<file path="src/rtl/leaf_out_arbiter.sv">
// Credit-aware round-robin arbiter feeding a leaf's single BFT packet output.
// Each granted user word is wrapped as {valid, dst_leaf, dst_port, seq, payload}.
module leaf_out_arbiter #(
  parameter int NUM_OUT_PORTS         = 3,
  parameter int PAYLOAD_BITS          = 32,
  parameter int NUM_LEAF_BITS         = 5,
  parameter int NUM_PORT_BITS         = 4,
  parameter int NUM_ADDR_BITS         = 7,
  parameter int PACKET_BITS           = 49,
  parameter int CREDIT_BITS           = 8,
  parameter int FREESPACE_UPDATE_SIZE = 64
) (
  input  logic                                  clk,
  input  logic                                  reset_n,
  input  logic [NUM_OUT_PORTS*PAYLOAD_BITS-1:0] din_leaf_user2interface,
  input  logic [NUM_OUT_PORTS-1:0]              vld_user2interface,
  output logic [NUM_OUT_PORTS-1:0]              ack_interface2user,
  output logic [PACKET_BITS-1:0]                dout_leaf_interface2bft,
  input  logic                                  bft_ready,
  input  logic                                  cfg_we,
  input  logic [2:0]                            cfg_port,
  input  logic [NUM_LEAF_BITS-1:0]              cfg_dst_leaf,
  input  logic [NUM_PORT_BITS-1:0]              cfg_dst_port,
  input  logic                                  cfg_en,
  input  logic                                  credit_vld,
  input  logic [2:0]                            credit_port
);

  localparam int PTR_W = (NUM_OUT_PORTS > 1) ? $clog2(NUM_OUT_PORTS) : 1;
  localparam logic [PTR_W:0] NUM_P = (PTR_W+1)'(NUM_OUT_PORTS);
  localparam logic [31:0] CREDIT_MAX = 32'((64'(1) << CREDIT_BITS) - 64'(1));

  logic [NUM_OUT_PORTS-1:0] en_q;
  logic [NUM_LEAF_BITS-1:0] leaf_q   [NUM_OUT_PORTS];
  logic [NUM_PORT_BITS-1:0] dport_q  [NUM_OUT_PORTS];
  logic [NUM_ADDR_BITS-1:0] seq_q    [NUM_OUT_PORTS];
  logic [CREDIT_BITS-1:0]   credit_q [NUM_OUT_PORTS];
  logic [PTR_W-1:0]         rr_q, rr_d;
  logic [PACKET_BITS-1:0]   dout_q, dout_d;

  logic                     out_free;
  logic [NUM_OUT_PORTS-1:0] elig;
  logic [NUM_OUT_PORTS-1:0] gnt_oh;
  logic                     gnt_vld;
  logic [PTR_W:0]           sum;
  logic [PTR_W-1:0]         cand;
  logic [PTR_W:0]           nxt;

  // Saturating credit update: decrement for a grant, bulk add for a credit return.
  function automatic logic [CREDIT_BITS-1:0] credit_next(
    input logic [CREDIT_BITS-1:0] cur,
    input logic                   dec,
    input logic                   inc
  );
    logic [31:0] t;
    t = 32'(cur) - 32'(dec);
    if (inc) t = t + 32'(FREESPACE_UPDATE_SIZE);
    if (t > CREDIT_MAX) t = CREDIT_MAX;
    return t[CREDIT_BITS-1:0];
  endfunction

  // Round-robin search starting at rr_q; reset forces all acks low.
  always_comb begin
    out_free = !dout_q[PACKET_BITS-1] || bft_ready;
    elig     = '0;
    gnt_oh   = '0;
    gnt_vld  = 1'b0;
    sum      = '0;
    cand     = '0;
    nxt      = '0;
    rr_d     = rr_q;
    for (int i = 0; i < NUM_OUT_PORTS; i++) begin
      elig[i] = reset_n && out_free && vld_user2interface[i] && en_q[i] &&
                (credit_q[i] != '0);
    end
    for (int k = 0; k < NUM_OUT_PORTS; k++) begin
      sum = {1'b0, rr_q} + (PTR_W+1)'(k);
      if (sum >= NUM_P) sum = sum - NUM_P;
      cand = sum[PTR_W-1:0];
      if (!gnt_vld && elig[cand]) begin
        gnt_vld      = 1'b1;
        gnt_oh[cand] = 1'b1;
        nxt          = {1'b0, cand} + (PTR_W+1)'(1);
        if (nxt == NUM_P) nxt = '0;
        rr_d         = nxt[PTR_W-1:0];
      end
    end
  end

  always_comb begin
    dout_d = dout_q;
    if (out_free) dout_d = '0;
    for (int i = 0; i < NUM_OUT_PORTS; i++) begin
      if (gnt_oh[i]) begin
        dout_d = {1'b1, leaf_q[i], dport_q[i], seq_q[i],
                  din_leaf_user2interface[i*PAYLOAD_BITS +: PAYLOAD_BITS]};
      end
    end
  end

  assign ack_interface2user      = gnt_oh;
  assign dout_leaf_interface2bft = dout_q;

  // Port indices outside 0..NUM_OUT_PORTS-1 never match, so those writes drop out.
  always_ff @(posedge clk) begin
    if (!reset_n) begin
      dout_q <= '0;
      rr_q   <= '0;
      en_q   <= '0;
      for (int i = 0; i < NUM_OUT_PORTS; i++) begin
        leaf_q[i]   <= '0;
        dport_q[i]  <= '0;
        seq_q[i]    <= '0;
        credit_q[i] <= '0;
      end
    end else begin
      dout_q <= dout_d;
      rr_q   <= rr_d;
      for (int i = 0; i < NUM_OUT_PORTS; i++) begin
        credit_q[i] <= credit_next(credit_q[i], gnt_oh[i],
                                   credit_vld && (credit_port == 3'(i)));
        if (cfg_we && (cfg_port == 3'(i))) begin
          en_q[i]    <= cfg_en;
          leaf_q[i]  <= cfg_dst_leaf;
          dport_q[i] <= cfg_dst_port;
          seq_q[i]   <= '0;
        end else if (gnt_oh[i]) begin
          seq_q[i] <= seq_q[i] + NUM_ADDR_BITS'(1);
        end
      end
    end
  end

endmodule

</file>
<file path="config.mk">
export PLATFORM = sky130hd
export DESIGN_NAME = leaf_out_arbiter
export DESIGN_NICKNAME = d
export VERILOG_FILES = /design/src/rtl/leaf_out_arbiter.sv
export SDC_FILE = /design/constraint.sdc
export NUM_CORES = 1
export LEC_CHECK = 0
export BUFFER_PORTS_ARGS = -buffer_cell sky130_fd_sc_hd__buf_2
export CORE_MARGIN = 3
export CORE_UTILIZATION = 50
export CTS_CLUSTER_DIAMETER = 60
export DETAILED_ROUTE_END_ITERATION = 16
export GPL_ROUTABILITY_DRIVEN = 0
export PLACE_DENSITY_LB_ADDON = 0.1
export SLEW_MARGIN = 10
export SYNTH_ARGS = -nofsm -noshare
export SYNTH_HDL_FRONTEND = slang
export SYNTH_SLANG_ARGS = --single-unit
</file>
<file path="constraint.sdc">
create_clock -name clk -period 4.5 [get_ports clk]
set_input_delay 0.9 -clock clk [delete_from_list [all_inputs] [get_ports clk]]
set_output_delay 0.9 -clock clk [all_outputs]
set_load 0.005 [all_outputs]
</file>
==> parameters.txt <==
Parameter                              Value

STA
  Final setup margin    about 0.37 ns
  Max-slew violation count    0
  Endpoints failing setup    0
  Final period util    0.919
  Period minus WS final    slightly above 4 ns
  Setup repair after global routing missed its margin    false
  Hold violation count in the final report    0
  F_max    between 200 and 250 MHz
  Clock Skews    between 0.008 and 0.009 ns
  Worst max-slew margin expressed relative to the limit    0.380
  Worst-margin pin slew    between 0.9 and 1 ns
  Final sum of negative setup slack    0 ns

Setup path
  Crit end category    primary output
  Cells on worst reg2reg path    16
  Worst path required time    between 3 and 4 ns
  Worst-path cell chain    or4_1, o2111ai_2, nand2_1, o32a_1, o21ai_2, a221o_2, buf_4, buf_2
  Critical path's slowest cell    sky130_fd_sc_hd__or4_1
  Crit path launch type    flop
  Critical path peak fanout    52
  Critical setup path kind    reg -> out
  Arrival time worst endpoint    between 3 and 4 ns
  Largest stage delay, worst path    between 0.5 and 0.6 ns

Route
  Total wirelength of the detailed-routed design    roughly 16 mm
  Via count    roughly 5400
  Per-cell via count in the routed design    5.88
  Detailed-route wire length per cell    17.6 µm
  Number of detailed-route iterations in the first pass    4
  Remaining number of nets flagged by the antenna check after routing    0
  DRC viols    0
  Number of DRC violations after detailed-routing iteration 0    304

Yosys
  Syn Std Cell Area    between 6000 and 7000 µm²
  Synthesized area divided by synthesized cell count    roughly 10 µm²
  Unique masters post-synth    50
  Primary FF master, synth    sky130_fd_sc_hd__dfxtp_1
  Fraction of the yosys area taken by sequential cells    0.494
  Synth warn    0
  Net count after synthesis    about 750
  Number of synthesized flops with an enable pin    48
  Mapped Cells    a little over 600
  Number of flip-flops and latches in the synthesized netlist    126
  Fraction of registers with async set or reset after synthesis    0

Finish
  Synthesis-to-finish area growth    24.1%
  Final Util    0.647
  Reg area    about 3000 µm²
  Area taken by multi-input logic gates    roughly 2800 µm²
  Share of cells above drive strength 1    0.295
  Inserted Diodes    0
  Count of placed standard cells in the final layout, fillers left out    approximately 930
  Fillcell total    between 900 and 1000
  Final nets    slightly above 900

Global routing
  Global-route usage over all layers    0.240
  Global-route wire length before repair    25.6 mm
  Vias in the first global route    ~5500
  Pin count of the biggest net entering global routing    53
  Number of antenna violations at the first check in global routing    0
  GR Overflow Total    0

Clock network
  Deepest level of the CTS H-tree    4
  CTS hold repair buffers    0
  Reg clk slew, reported paths    approximately 0.060 ns
  CTS root buffer    sky130_fd_sc_hd__clkbuf_16
  CTS Buffer Depth    2
  Clock tree from TritonCTS    built
  Post-CTS repair timing setup buffer count    0
  Post-cts gate resize count    0
  Clock sinks    about 130
  Clock latency of the later-clocked register in the worst-skew pair    approximately 0.4 ns
  Number of clock buffers inserted by TritonCTS    17

Min path
  Worst Hold Path Cells    2
  Type of the worst min-delay path    reg -> reg

Power
  Part of the total power dissipated in the clock network    0.480
  Total leakage power    between 2 and 3 nW
  Sw Pwr    ~580 µW
  Worst vdd ir    about 0.23 mV
  Net Sw Frac    0.221
  Fraction of power consumed by combinational cells    0.050
  Flop pwr share    0.470
  Power Internal    between 2 and 2.5 mW
  Power density over the cells    approximately 350 nW/µm²

Floorplan
  Die area    ~14000 µm²
  Die outline width    116 µm
  Top-level I/O count    roughly 170
  Starting utilization of the core area    0.521
  Floorplan Core Area    11700 µm²
  Floorplan die height    between 100 and 150 µm
  Number of cell rows    39

Place
  Total instance count after detailed placement    893
  Post-detailed-placement half-perimeter wirelength    10.9 mm
  Port buffer count    between 150 and 200
  Pre-CTS setup slack    roughly 0.10 ns

Run status
  Run status    completed

Flow run
  Number of max-capacitance violations reported    0
[kinds of logic (layout without fill, tap and decap cells)]
group / Yosys count / count (layout) / share of synthesized area
buffers and inverters: 59 / 226 / 0.0436
adders and majority gates: 17 / 17 / 0.0346
muxes: 9 / 9 / 0.0150
xor gates and xnor gates: 36 / 36 / 0.0519
DFF: 126 / 126 / 0.494
AOI/OAI and AO/OA: 140 / 140 / 0.178
and+or+nand+nor: 228 / 228 / 0.183
[layer usage]
| metal | vias to the layer above | share of wire | GRT usage | wire length (µm) |
|---|---|---|---|---|
| li1 | 2598 | - | - | - |
| met1 | 2591 | 0.42 | 0.276 | 6770 |
| met2 | 221 | 0.49 | 0.419 | 8010 |
| met3 | 33 | 0.070 | 0.0679 | 1150 |
| met4 | 0 | 0.022 | 0.101 | 354 |
| met5 | - | 0 | 0 | 0 |
[cell usage after synthesis, types with 7 or more instances]
library cell               instances  area (µm²)
sky130_fd_sc_hd__edfxtp_1         48        1440
sky130_fd_sc_hd__dfxtp_1          78        1560
sky130_fd_sc_hd__nand2b_1          9        56.3
sky130_fd_sc_hd__nor3_1            7        35.0
sky130_fd_sc_hd__buf_2            17        85.1
sky130_fd_sc_hd__a21oi_1          26         130
sky130_fd_sc_hd__and2_1           16         100
sky130_fd_sc_hd__o221ai_1         48         420
sky130_fd_sc_hd__inv_1            12        45.0
sky130_fd_sc_hd__nand2_1          72         270
sky130_fd_sc_hd__nor2_1           35         131
sky130_fd_sc_hd__a31oi_1          47         294
sky130_fd_sc_hd__nand3_1          59         295
sky130_fd_sc_hd__clkbuf_1         25        93.8
sky130_fd_sc_hd__xnor2_1          22         193
sky130_fd_sc_hd__mux2i_1           8        80.1
sky130_fd_sc_hd__ha_1             16         200
sky130_fd_sc_hd__xor2_1           14         123
[layout by cell type, fill, tap and decap left out, types with 3 or more instances in the layout]
cell type,synthesis,layout
sky130_fd_sc_hd__nand2_1,72,72
sky130_fd_sc_hd__dfxtp_1,78,78
sky130_fd_sc_hd__inv_1,12,12
sky130_fd_sc_hd__nand2b_1,9,8
sky130_fd_sc_hd__xor2_1,14,14
sky130_fd_sc_hd__a31oi_2,3,3
sky130_fd_sc_hd__or4_1,4,4
sky130_fd_sc_hd__o221ai_1,48,48
sky130_fd_sc_hd__and2_1,16,15
sky130_fd_sc_hd__nor2_1,35,35
sky130_fd_sc_hd__ha_1,16,16
sky130_fd_sc_hd__mux2i_1,8,6
sky130_fd_sc_hd__a31oi_1,47,47
sky130_fd_sc_hd__clkbuf_16,0,17
sky130_fd_sc_hd__nor3_1,7,7
sky130_fd_sc_hd__edfxtp_1,48,48
sky130_fd_sc_hd__clkinvlp_4,0,4
sky130_fd_sc_hd__nor2b_1,4,4
sky130_fd_sc_hd__a21oi_1,26,26
sky130_fd_sc_hd__and3_1,6,6
sky130_fd_sc_hd__xnor2_1,22,22
sky130_fd_sc_hd__nand3_1,59,59
sky130_fd_sc_hd__buf_4,2,9
sky130_fd_sc_hd__inv_6,0,3
sky130_fd_sc_hd__nor3b_1,6,6
sky130_fd_sc_hd__buf_2,17,171
[power by group through the flow]
stage          Sequential, mW  Combinational, mW  Clock [mW]
4_1_cts                  1.23              0.131        1.27
3_3_place_gp             1.25              0.127           0
6_report                 1.23              0.131        1.25
2_1_floorplan            1.25             0.0591           0
5_1_grt                  1.23              0.144        1.33
3_5_place_dp             1.25              0.130           0
[worst max-delay path, delay by kind of cell (launching register included)]
kind                   cells  cell delay, ns
flip-flops                 1            0.33
AND/OR/NAND/NOR            2            0.71
AO/OA/AOI/OAI              4            1.06
buffers and inverters      2            0.72
[sequential cells by signal, indices dropped and copies added (netlist names)]
signal,cells
en_q,3
dport_q,12
seq_q,21
dout_leaf_interface2bft,49
credit_q,24
leaf_q,15
rr_q,2
[through the flow]
stage	hold WS (ns)	area (µm²)	power (mW)
2_1_floorplan	0.452	6080	1.31
3_3_place_gp	0.476	6990	1.38
3_5_place_dp	0.486	6990	1.38
4_1_cts	0.504	7540	2.64
5_1_grt	0.523	7550	2.70
6_report	0.500	7550	2.62
[layout make-up]
class,instances,share of cell area
Clock inverter,13,0.0154
Multi-Input combinational cell,430,0.374
Inverter,13,0.00647
Tap cell,143,0.0237
Timing Repair Buffer,181,0.125
Clock buffer,19,0.0574
Sequential cell,126,0.398
[path summary, 6_finish.rpt]
kind,startpoint,to,slack (ns)
min,en_q[1],en_q[1],0.50
max reg2reg,credit_q[0][20],credit_q[0][20],0.37
min reg2reg,en_q[1],en_q[1],0.50
max,credit_q[0][13],ack_interface2user[0],0.37
(Power assumes the default switching activity.)
